### src/rtl/shift_pkg.sv
// Shared mode and direction encodings for the universal shift register
// and its word-boundary counter.
package shift_pkg;

  localparam logic [1:0] MODE_HOLD = 2'b00;
  localparam logic [1:0] MODE_SHR  = 2'b01;
  localparam logic [1:0] MODE_SHL  = 2'b10;
  localparam logic [1:0] MODE_LOAD = 2'b11;

  localparam logic [1:0] DIR_NONE  = 2'b00;
  localparam logic [1:0] DIR_RIGHT = 2'b01;
  localparam logic [1:0] DIR_LEFT  = 2'b10;

  // Direction implied by a shift mode; only meaningful for MODE_SHR/MODE_SHL.
  function automatic logic [1:0] mode_to_dir(input logic [1:0] mode);
    return (mode == MODE_SHR) ? DIR_RIGHT : DIR_LEFT;
  endfunction

endpackage

### src/rtl/shift_word_counter.sv
// Counts consecutive same-direction shifts and pulses o_word_done when a
// full word of WIDTH shifts has gone by in one direction.
module shift_word_counter
  import shift_pkg::*;
#(
  parameter int WIDTH = 8,
  parameter int CNT_W = $clog2(WIDTH+1)
) (
  input  logic       clk,
  input  logic       rst,
  input  logic       i_shift,
  input  logic [1:0] i_dir,
  input  logic       i_clear,
  output logic       o_word_done
);

  localparam logic [CNT_W-1:0] CNT_WORD = CNT_W'(WIDTH);

  logic [CNT_W-1:0] r_cnt;
  logic [1:0]       r_dir;
  logic             r_word_done;
  logic [CNT_W-1:0] w_cnt_inc;

  // A direction reversal starts a fresh word with this shift as its first bit.
  always_comb begin
    w_cnt_inc = r_cnt + 1'b1;
    if (r_dir != DIR_NONE && r_dir != i_dir) begin
      w_cnt_inc = CNT_W'(1);
    end
  end

  always_ff @(posedge clk) begin
    if (!rst) begin
      r_cnt       <= '0;
      r_dir       <= DIR_NONE;
      r_word_done <= 1'b0;
    end else begin
      r_word_done <= 1'b0;
      if (i_clear) begin
        r_cnt <= '0;
        r_dir <= DIR_NONE;
      end else if (i_shift) begin
        r_dir <= i_dir;
        if (w_cnt_inc == CNT_WORD) begin
          r_cnt       <= '0;
          r_word_done <= 1'b1;
        end else begin
          r_cnt <= w_cnt_inc;
        end
      end
    end
  end

  assign o_word_done = r_word_done;

endmodule

### src/rtl/univ_shift_reg.sv
// Universal shift register: hold, shift right, shift left or parallel load,
// with per-direction serial ports and a word-completion pulse.
module univ_shift_reg
  import shift_pkg::*;
#(
  parameter int WIDTH = 8,
  parameter int CNT_W = $clog2(WIDTH+1)
) (
  input  logic             clk,
  input  logic             rst,
  input  logic             en,
  input  logic [1:0]       mode,
  input  logic             sin_r,
  input  logic             sin_l,
  input  logic [WIDTH-1:0] pin,
  output logic [WIDTH-1:0] out,
  output logic             sout_r,
  output logic             sout_l,
  output logic             word_done
);

  logic [WIDTH-1:0] r_data;
  logic [WIDTH-1:0] w_data_next;
  logic             w_shift;
  logic             w_clear;
  logic [1:0]       w_dir;

  always_comb begin
    w_data_next = r_data;
    case (mode)
      MODE_HOLD: w_data_next = r_data;
      MODE_SHR:  w_data_next = {sin_r, r_data[WIDTH-1:1]};
      MODE_SHL:  w_data_next = {r_data[WIDTH-2:0], sin_l};
      MODE_LOAD: w_data_next = pin;
      default:   w_data_next = r_data;
    endcase
  end

  always_ff @(posedge clk) begin
    if (!rst) begin
      r_data <= '0;
    end else if (en) begin
      r_data <= w_data_next;
    end
  end

  assign w_shift = en && (mode == MODE_SHR || mode == MODE_SHL);
  assign w_clear = en && (mode == MODE_LOAD);
  assign w_dir   = mode_to_dir(mode);

  shift_word_counter #(
    .WIDTH (WIDTH),
    .CNT_W (CNT_W)
  ) u_word_counter (
    .clk         (clk),
    .rst         (rst),
    .i_shift     (w_shift),
    .i_dir       (w_dir),
    .i_clear     (w_clear),
    .o_word_done (word_done)
  );

  assign out    = r_data;
  assign sout_r = r_data[0];
  assign sout_l = r_data[WIDTH-1];

endmodule

### config.mk
export PLATFORM = sky130hd
export DESIGN_NAME = univ_shift_reg
export DESIGN_NICKNAME = d
export VERILOG_FILES = /design/src/rtl/shift_pkg.sv /design/src/rtl/shift_word_counter.sv /design/src/rtl/univ_shift_reg.sv
export SDC_FILE = /design/constraint.sdc
export NUM_CORES = 1
export LEC_CHECK = 0
export ABC_AREA = 1
export BUFFER_PORTS_ARGS = -buffer_cell sky130_fd_sc_hd__buf_2
export CAP_MARGIN = 0
export CORE_MARGIN = 4
export CORE_UTILIZATION = 49
export DETAILED_ROUTE_END_ITERATION = 8
export PLACE_DENSITY = 0.74
export SLEW_MARGIN = 20
export SYNTH_ARGS = -nofsm -noshare
export SYNTH_HDL_FRONTEND = slang
export SYNTH_SLANG_ARGS = --single-unit
### constraint.sdc
create_clock -name clk -period 1.2 [get_ports clk]
set_input_delay 0.06 -clock clk [delete_from_list [all_inputs] [get_ports clk]]
set_output_delay 0.06 -clock clk [all_outputs]
set_load 0.01 [all_outputs]
# Yosys cells after proc, flatten, opt, wreduce, memory -nomap -nowiden
# Index checks and enable logic that the tools add are counted.
# W data, S select, Z words.
# word_totals
reg_bits	15
wordCells	27
output_inout_bits	11
in_bits	15
# op_classes
n_reduce_logical	9
eq_ne	5
mux	5
n_addsub	1
bitwise	3
# ops
operator	count
$pmux W8 S3	1
$mux W4	2
$add A4 B1 Y4 const B	1
$eq A2 B2 Y1 const B	2
$eq A4 B4 Y1 const B	1
$logic_and A1 B1 Y1	3
$not A1 Y1	3
$reduce_or A3 Y1	1
$eq A2 B1 Y1 const B	1
$logic_not A2 Y1	1
$mux W2	1
$ne A2 B2 Y1	1
$reduce_and A2 Y1	1
$reduce_bool A2 Y1	1
$reduce_or A2 Y1	1
$logic_or A1 B1 Y1	1
$mux W1	1

# Logic depth before layout (Yosys ltp)
# Gate-level depths: netlist (run 1).
# logic_depth
ltp_word	7
depth_mapped	8
mapped_depth_nobuf	8

# Cells and area by module
# Synthesis (run 1) repeated with hierarchy kept, for this count alone.
# hier_totals
cells_unflattened	141
hier_area_um2	934.6
# modules_own_cells
module	seq_area_each_um2	cells_each	instances	area_per_inst_um2
univ_shift_reg	160.2	92	1	559.3
shift_word_counter	140.1	49	1	375.4

# Worst setup path after synthesis (run 1)
# No wires, ideal clock.
# synth_timing
kind	register to register
start	register u_word_counter.r_cnt[0]
end	register u_word_counter.r_cnt[3]
path_slack_ps	134
period_less_slack_ps	1066
path_buffers	0
t_required_ps	1081
arrival_time_ps	947
setup_ps	119
path_stages_with_launch	6
cell_sequence	dfxtp_1 ha_1 nor2_1 nand3_1 nand3_1 a21oi_1
# synth_via
elab_chain_cells	4
# synth_lines
element	line	rtl
start: declaration	shift_word_counter.sv:19	logic [CNT_W-1:0] r_cnt;
start signal: assignment	shift_word_counter.sv:48	r_cnt <= w_cnt_inc;
$add A4 B1 Y4 (*)	shift_word_counter.sv:26	w_cnt_inc = r_cnt + 1'b1;
$mux W4 (*)	shift_word_counter.sv:27	if (r_dir != DIR_NONE && r_dir != i_dir) begin
$eq A4 B4 Y1	shift_word_counter.sv:44	if (w_cnt_inc == CNT_WORD) begin
$mux W4 (*)	shift_word_counter.sv:44	
# Mark *: on every way between the ends. The rest lies on a longest branch, timed or not.
# A chain may end at the register's enable or synchronous reset.

# Worst setup path after layout (run 1)
# layout_timing
start	register u_word_counter.r_cnt[1]
end	register u_word_counter.r_cnt[3]
# The elaborated chain is that of the path after synthesis.

==> impl_metrics.csv, run 1 <==
group,metric,value,unit
outcome,status,"completed",
cells_and_area,final_cells,157,
timing,slew_headroom,73.1,%
critical_path,critical-path-max-stage-delay,0.34,ns
yosys,synth_xor_area_share,0,%
timing,setup_tns,0,ns
yosys,yosys-top-cells-area,"dfxtp_1, nand2_1, a41oi_1, ha_1, o21ai_0",
cells_and_area,nets,162,
timing,final.min_clock_period,1.15,ns
timing,setup_slack,0.0467,ns
clock_tree,clk_latency,0.29,ns
placement,gp_congestion,0.826,
clock_tree,clkSlewWorstSetupHoldPaths,0.09,ns
critical_path,endpoint_kind,"flop",
clock_tree,numCtsBuffers,3,
placement,dp_hpwl,1430,um
critical_path,crit_buf_inv,0,
yosys,synth_ff_type,"dfxtp_1",
yosys,synth-seq-cells,15,
floorplan,start_util,53.6,%
critical_path,worstPathMaxFanout,4,
drt,vias,845,
critical_path,cp_top_family,"simple AND/OR/NAND/NOR gates",
cells_and_area,fin_area,993,um^2
drt,drc_errors,0,
timing,setup_viol,0,
global_routing,grt-ovfl-total,0,
yosys,netlist_area,836,um^2
global_routing,track_usage,17.0,%
yosys,yosys.area.top_type,"dfxtp_1",
critical_path,reg2reg_depth,5,
yosys,synth_edf_count,0,
critical_path,crit_chain,"ha_1 > nor2_1 > nand3_1 > nand3_1 > a21oi_1",
placement,placed_cells,153,
placement,port_buffers,25,
global_routing,antenna_found_initial,0,
yosys,synthSimpleGateAreaFrac,27.8,%
global_routing,grt_max_degree,17,
critical_path,rrSetupSlack,0.05,ns
pwr,finalPower,1.06,mW
placement,pre_cts_ws,0.00538,ns
yosys,synthMuxAreaShare,0,%
yosys,synth.distinct_cells,23,
drt,routed_wl,1940,um
critical_path,cp_common_cell,"nand3_1",
pwr,p_leak,0.449,nW
critical_path,cp-start-kind,"flop",
cells_and_area,syn2layout_area_growth,18.9,%
floorplan,core-area,1560,um^2
drt,wire_per_inst,12.3,um
clock_tree,cts_num_sinks,15,
floorplan,pin_count,26,
yosys,syn_inst,115,
clock_tree,htree_levels,1,
drt,dr.pass1.iters,4,
yosys,synth_common_cells,"nand2_1, dfxtp_1, inv_1, o21ai_0, a41oi_1",
yosys,netlist.area_leader.share,35.9,%
critical_path,crit_start,"u_word_counter.r_cnt[1]$_SDFFE_PP0P_",
critical_path,rr_endpoint,"u_word_counter.r_cnt[3]$_SDFFE_PP0P_",
critical_path,path_depth,5,
yosys,synth_top_family_by_area,"simple AND/OR/NAND/NOR gates",
yosys,synth-adder-area-share,7.49,%
timing,finalCritPeriodShare,96.1,%
critical_path,r2r_start,"u_word_counter.r_cnt[1]$_SDFFE_PP0P_",
timing,skew,0.00405,ns
floorplan,chipHeight,49.3,um
floorplan,die_w,49.3,um
timing,hold_ws,0.0467,ns
yosys,synth_fp_nets,135,
run,max_cap_viol_count,0,
critical_path,crit_arrival,1.33,ns
yosys,async_reset_ff_share,0,%
hold_path,hold_depth,3,
floorplan,row_count,14,
clock_tree,cts_setup_buffers,0,
drt,vias_per_cell,5.38,
timing,rsz0062_at_grt,"false",
timing,tightest_slew,0.404,ns
pwr,vdd_drop_max,0.655,mV
cells_and_area,utilization,63.7,%
yosys,synth_compound_area_share,18.7,%
clock_tree,cts_tree,"done",
clock_tree,clk_path_buf_depth,2,
critical_path,slowest_stage,"dfxtp_2",
cells_and_area,n_antenna_cell,0,
global_routing,grt_pass1_wl,3190,um
timing,clock.fmax,0.867,GHz
yosys,ys_seq_area_share,35.9,%
drt,drt_iter0_drc,13,
drt,ant_nets,0,
clock_tree,root_buffer,"clkbuf_4",
pwr,power_density,1070,nW/um^2
cells_and_area,drive_gt1_share,27.0,%
yosys,synth_most_common_cell,"nand2_1",
critical_path,worstSetupPathType,"reg -> reg",
timing,hold_viol_final,0,
yosys,avgSynthCellArea,7.27,um^2
global_routing,grt_pass1_vias,761,
floorplan,die_area,2430,um^2
timing,drv_slew,0,
hold_path,holdCritPathClass,"in -> reg",
critical_path,worst-endpoint-required,1.38,ns
yosys,synth_warnings,0,
critical_path,critPathCapture,"u_word_counter.r_cnt[3]$_SDFFE_PP0P_",
placement,placed_cell_area,961,um^2
[final cells by class]
type	count	area (um^2)
multi-input combinational	82	457
inverter	13	48.8
timing repair buffer	27	140
clock buffer	4	26.3
sequential	15	302
tap	16	20.0
fill	150	566
[metal layers]
layer	part of all wire (%)	wire length, um	track usage [%]	up-vias
met1	42	815	16.6	389
met4	0.52	10	8.53	0
li1	-	-	-	432
met3	6.0	117	7.03	2
met2	51	993	30.4	22
met5	0	0	0	-
[worst min-delay path by stage]
stage	start	to	slack (ns)
finish	pin[3]	out[3]$_SDFFE_PN0P_	0.05
global placement	sin_r	out[7]$_SDFFE_PN0P_	0.35
CTS	pin[3]	out[3]$_SDFFE_PN0P_	0.04
detailed placement	pin[3]	out[3]$_SDFFE_PN0P_	0.36
global route	pin[1]	out[1]$_SDFFE_PN0P_	0.05
floorplan	rst	out[0]$_SDFFE_PN0P_	0.20
[cell families (layout without fill, tap and decap cells)]
| kind of cell | after synthesis | in the layout |
|---|---|---|
| AND/OR/NAND/NOR | 53 | 53 |
| AO/OA/AOI/OAI | 24 | 24 |
| buffers and inverters | 18 | 44 |
| flip-flops | 15 | 15 |
| adder cells (fa/ha/maj) | 5 | 5 |
[registers in the layout (all words and copies together), names as in the netlist]
| register | cells |
|---|---|
| out | 8 |
| u_word_counter.r_dir | 2 |
| u_word_counter.r_cnt | 4 |
| u_word_counter.o_word_done | 1 |
[where the power goes]
part,total [mW],switching (mW),internal (mW)
registers,0.556,0.0264,0.530
clock network,0.294,0.164,0.129
logic,0.215,0.127,0.0882
total,1.06,0.318,0.747
[what timing repair did]
item                       in CTS  in global routing
hold endpoints to repair        0                  0
setup endpoints to repair       0                  3
resized for setup               0                  2
hold buffers                    0                  0
[worst reg2reg max path, stage by stage (launching register included)]
cell	delay (ns)
dfxtp_2	0.34
ha_1	0.29
nor2_1	0.11
nand3_1	0.13
nand3_1	0.11
a21oi_1	0.07
[cell usage in the layout, fill, tap and decap left out, drive strengths merged]
| cell | synthesis | layout |
|---|---|---|
| a41oi | 8 | 8 |
| a31oi | 1 | 1 |
| o21a | 1 | 1 |
| a211oi | 1 | 1 |
| a21oi | 3 | 3 |
| dfxtp | 15 | 15 |
| nand4 | 1 | 1 |
| nor3 | 1 | 1 |
| clkbuf | 1 | 4 |
| inv | 13 | 13 |
| ha | 5 | 5 |
| nand2 | 39 | 39 |
| nand3 | 4 | 4 |
| buf | 4 | 27 |
| o21ai | 10 | 10 |
| nor2 | 8 | 8 |
No activity file was read; power rests on OpenSTA's default activity.
==> run 2: changes to the inputs <==
Settings changed: CORE_ASPECT_RATIO from default to 0.9, CORE_UTILIZATION 49 to 45, PLACE_DENSITY 0.74 to 0.69.
==> run 2 against run 1 <==
Compared with the run above: power down 0.90%; clock power down 3%; die area up 7.5%; hold slack better by 0.010 ns; fmax up 4.1%; sequential power about the same; non-clock buffer count up 1; count of clock-buffer cells in the layout unchanged; sequential cell count unchanged; worst setup slack better by 0.046 ns; critical path depth down 1; critical endpoint is now u_word_counter.o_word_done$_SDFF_PP0_; largest power group unchanged.
==> impl_metrics.csv, run 2 (same netlist as run 1, synthesis figures left out) <==
group,metric,value,unit
pwr,power.switching,306,uW
drt,vias,856,
pwr,p_clk_share,27.1,%
drt,drc_errors,0,
critical_path,rrSetupSlack,0.09,ns
timing,clock.fmax,0.903,GHz
critical_path,worst-endpoint-required,1.40,ns
placement,gp_congestion,0.795,
floorplan,chipHeight,48.9,um
timing,tightest_slew,0.374,ns
pwr,p_leak,0.454,nW
pwr,combPwrFrac,20.5,%
cells_and_area,n_antenna_cell,0,
clock_tree,cts_num_sinks,15,
floorplan,pin_count,26,
run,max_cap_viol_count,0,
cells_and_area,nets,163,
global_routing,antenna_found_initial,0,
timing,slew_headroom,75.1,%
floorplan,die_w,53.4,um
drt,dr.pass1.iters,4,
clock_tree,clk_path_buf_depth,2,
drt,vias_per_cell,5.16,
drt,drt_iter0_drc,14,
pwr,p_int,749,uW
critical_path,worstPathMaxFanout,2,
timing,hold_viol_final,0,
timing,setup_viol,0,
cells_and_area,syn2layout_area_growth,20.2,%
timing,rsz0062_at_grt,"false",
global_routing,grt_max_degree,17,
clock_tree,numCtsBuffers,3,
clock_tree,clk_latency,0.27,ns
critical_path,crit_arrival,1.30,ns
clock_tree,cts_resized,0,
clock_tree,cts_setup_buffers,0,
hold_path,holdCritPathClass,"in -> reg",
critical_path,cp-start-kind,"flop",
pwr,power_density,1050,nW/um^2
timing,setup_tns,0,ns
critical_path,cp_top_family,"simple AND/OR/NAND/NOR gates",
drt,ant_nets,0,
critical_path,crit_start,"u_word_counter.r_cnt[0]$_SDFFE_PP0P_",
global_routing,grt-ovfl-total,0,
critical_path,crit_buf_inv,0,
pwr,switching_share,29.0,%
floorplan,start_util,48.7,%
critical_path,reg2reg_depth,4,
cells_and_area,mostFrequentLayoutCells,"nand2_1, buf_2, dfxtp_1",
floorplan,core-area,1720,um^2
clock_tree,cts_tree,"done",
drt,routed_wl,1740,um
cells_and_area,fin_area,1000,um^2
global_routing,grt_pass1_vias,713,
clock_tree,clkSlewWorstSetupHoldPaths,0.09,ns
cells_and_area,final_common_cell,"nand2_1",
placement,placed_cell_area,978,um^2
cells_and_area,utilization,58.5,%
timing,final.min_clock_period,1.11,ns
placement,port_buffers,25,
placement,dp_hpwl,1350,um
clock_tree,root_buffer,"clkbuf_4",
critical_path,r2r_start,"u_word_counter.r_cnt[0]$_SDFFE_PP0P_",
critical_path,crit_chain,"ha_1 > nor2_1 > nand3_1 > nor3_1",
floorplan,row_count,14,
pwr,pwr-share-seq,52.4,%
critical_path,critPathCapture,"u_word_counter.o_word_done$_SDFF_PP0_",
timing,skew,0.00299,ns
timing,finalCritPeriodShare,92.3,%
critical_path,worstSetupPathType,"reg -> reg",
drt,wire_per_inst,10.5,um
critical_path,slowest_stage,"dfxtp_1",
critical_path,path_depth,4,
floorplan,die_area,2610,um^2
cells_and_area,largest_reg_flops,8,
cells_and_area,drive_gt1_share,26.1,%
clock_tree,cts_hold_buffers,0,
outcome,status,"completed",
critical_path,critical-path-max-stage-delay,0.32,ns
clock_tree,htree_levels,1,
critical_path,endpoint_kind,"flop",
critical_path,rr_endpoint,"u_word_counter.o_word_done$_SDFF_PP0_",
global_routing,track_usage,14.3,%
pwr,vdd_drop_max,0.594,mV
timing,drv_slew,0,
global_routing,grt_pass1_wl,2950,um
run 2: layer usage:
metal	GRT usage (%)	share of wire [%]	vias to the layer above	wire, um
met2	19.4	43	23	742
li1	-	-	437	-
met4	3.83	0.63	0	11
met1	22.1	50	394	862
met5	0	0	-	0
met3	3.06	6.9	2	119
run 2: worst min path at each step:
stage                     slack (ns)  depth (start not counted)   start             endpoint
after global routing            0.07                          3  pin[1]  out[1]$_SDFFE_PN0P_
after floorplan                 0.20                          2     rst  out[0]$_SDFFE_PN0P_
after global placement          0.34                          3  pin[3]  out[3]$_SDFFE_PN0P_
after detailed placement        0.36                          3  pin[3]  out[3]$_SDFFE_PN0P_
after CTS                       0.05                          3  pin[3]  out[3]$_SDFFE_PN0P_
final                           0.06                          3  pin[3]  out[3]$_SDFFE_PN0P_
run 2: metrics by stage:
| stage | power (mW) | hold WS [ns] | worst slack (ns) | instances |
|---|---|---|---|---|
| finish | 1.06 | 0.0568 | 0.0926 | 166 |
| global route | 1.12 | 0.0710 | 0.0226 | 166 |
| CTS | 1.07 | 0.0548 | 0.0972 | 166 |
| detailed placement | 0.782 | 0.355 | 0.0154 | 162 |
| global placement | 0.778 | 0.341 | 0.0507 | 162 |
| floorplan | 0.703 | 0.202 | 0.134 | 115 |
run 2: power by group through the flow:
| stage | Sequential, mW | Combinational [mW] | Clock (mW) |
|---|---|---|---|
| after floorplan | 0.574 | 0.129 | 0 |
| after global placement | 0.564 | 0.214 | 0 |
| after detailed placement | 0.565 | 0.218 | 0 |
| after CTS | 0.553 | 0.218 | 0.295 |
| after global routing | 0.559 | 0.245 | 0.314 |
| final | 0.553 | 0.217 | 0.286 |
run 2: area by class of cell:
cell class	count	area (um^2)
flip-flops and latches	15	300
inverters	13	48.8
repair buffers	28	148
well taps	24	30.0
multi-input cells	82	452
fillers	189	712
clock buffers	4	26.3
run 2: tightest hold or removal path: stages:
cell and delay [ns]:
buf_2 0.09, nand2_1 0.04, a41oi_1 0.09
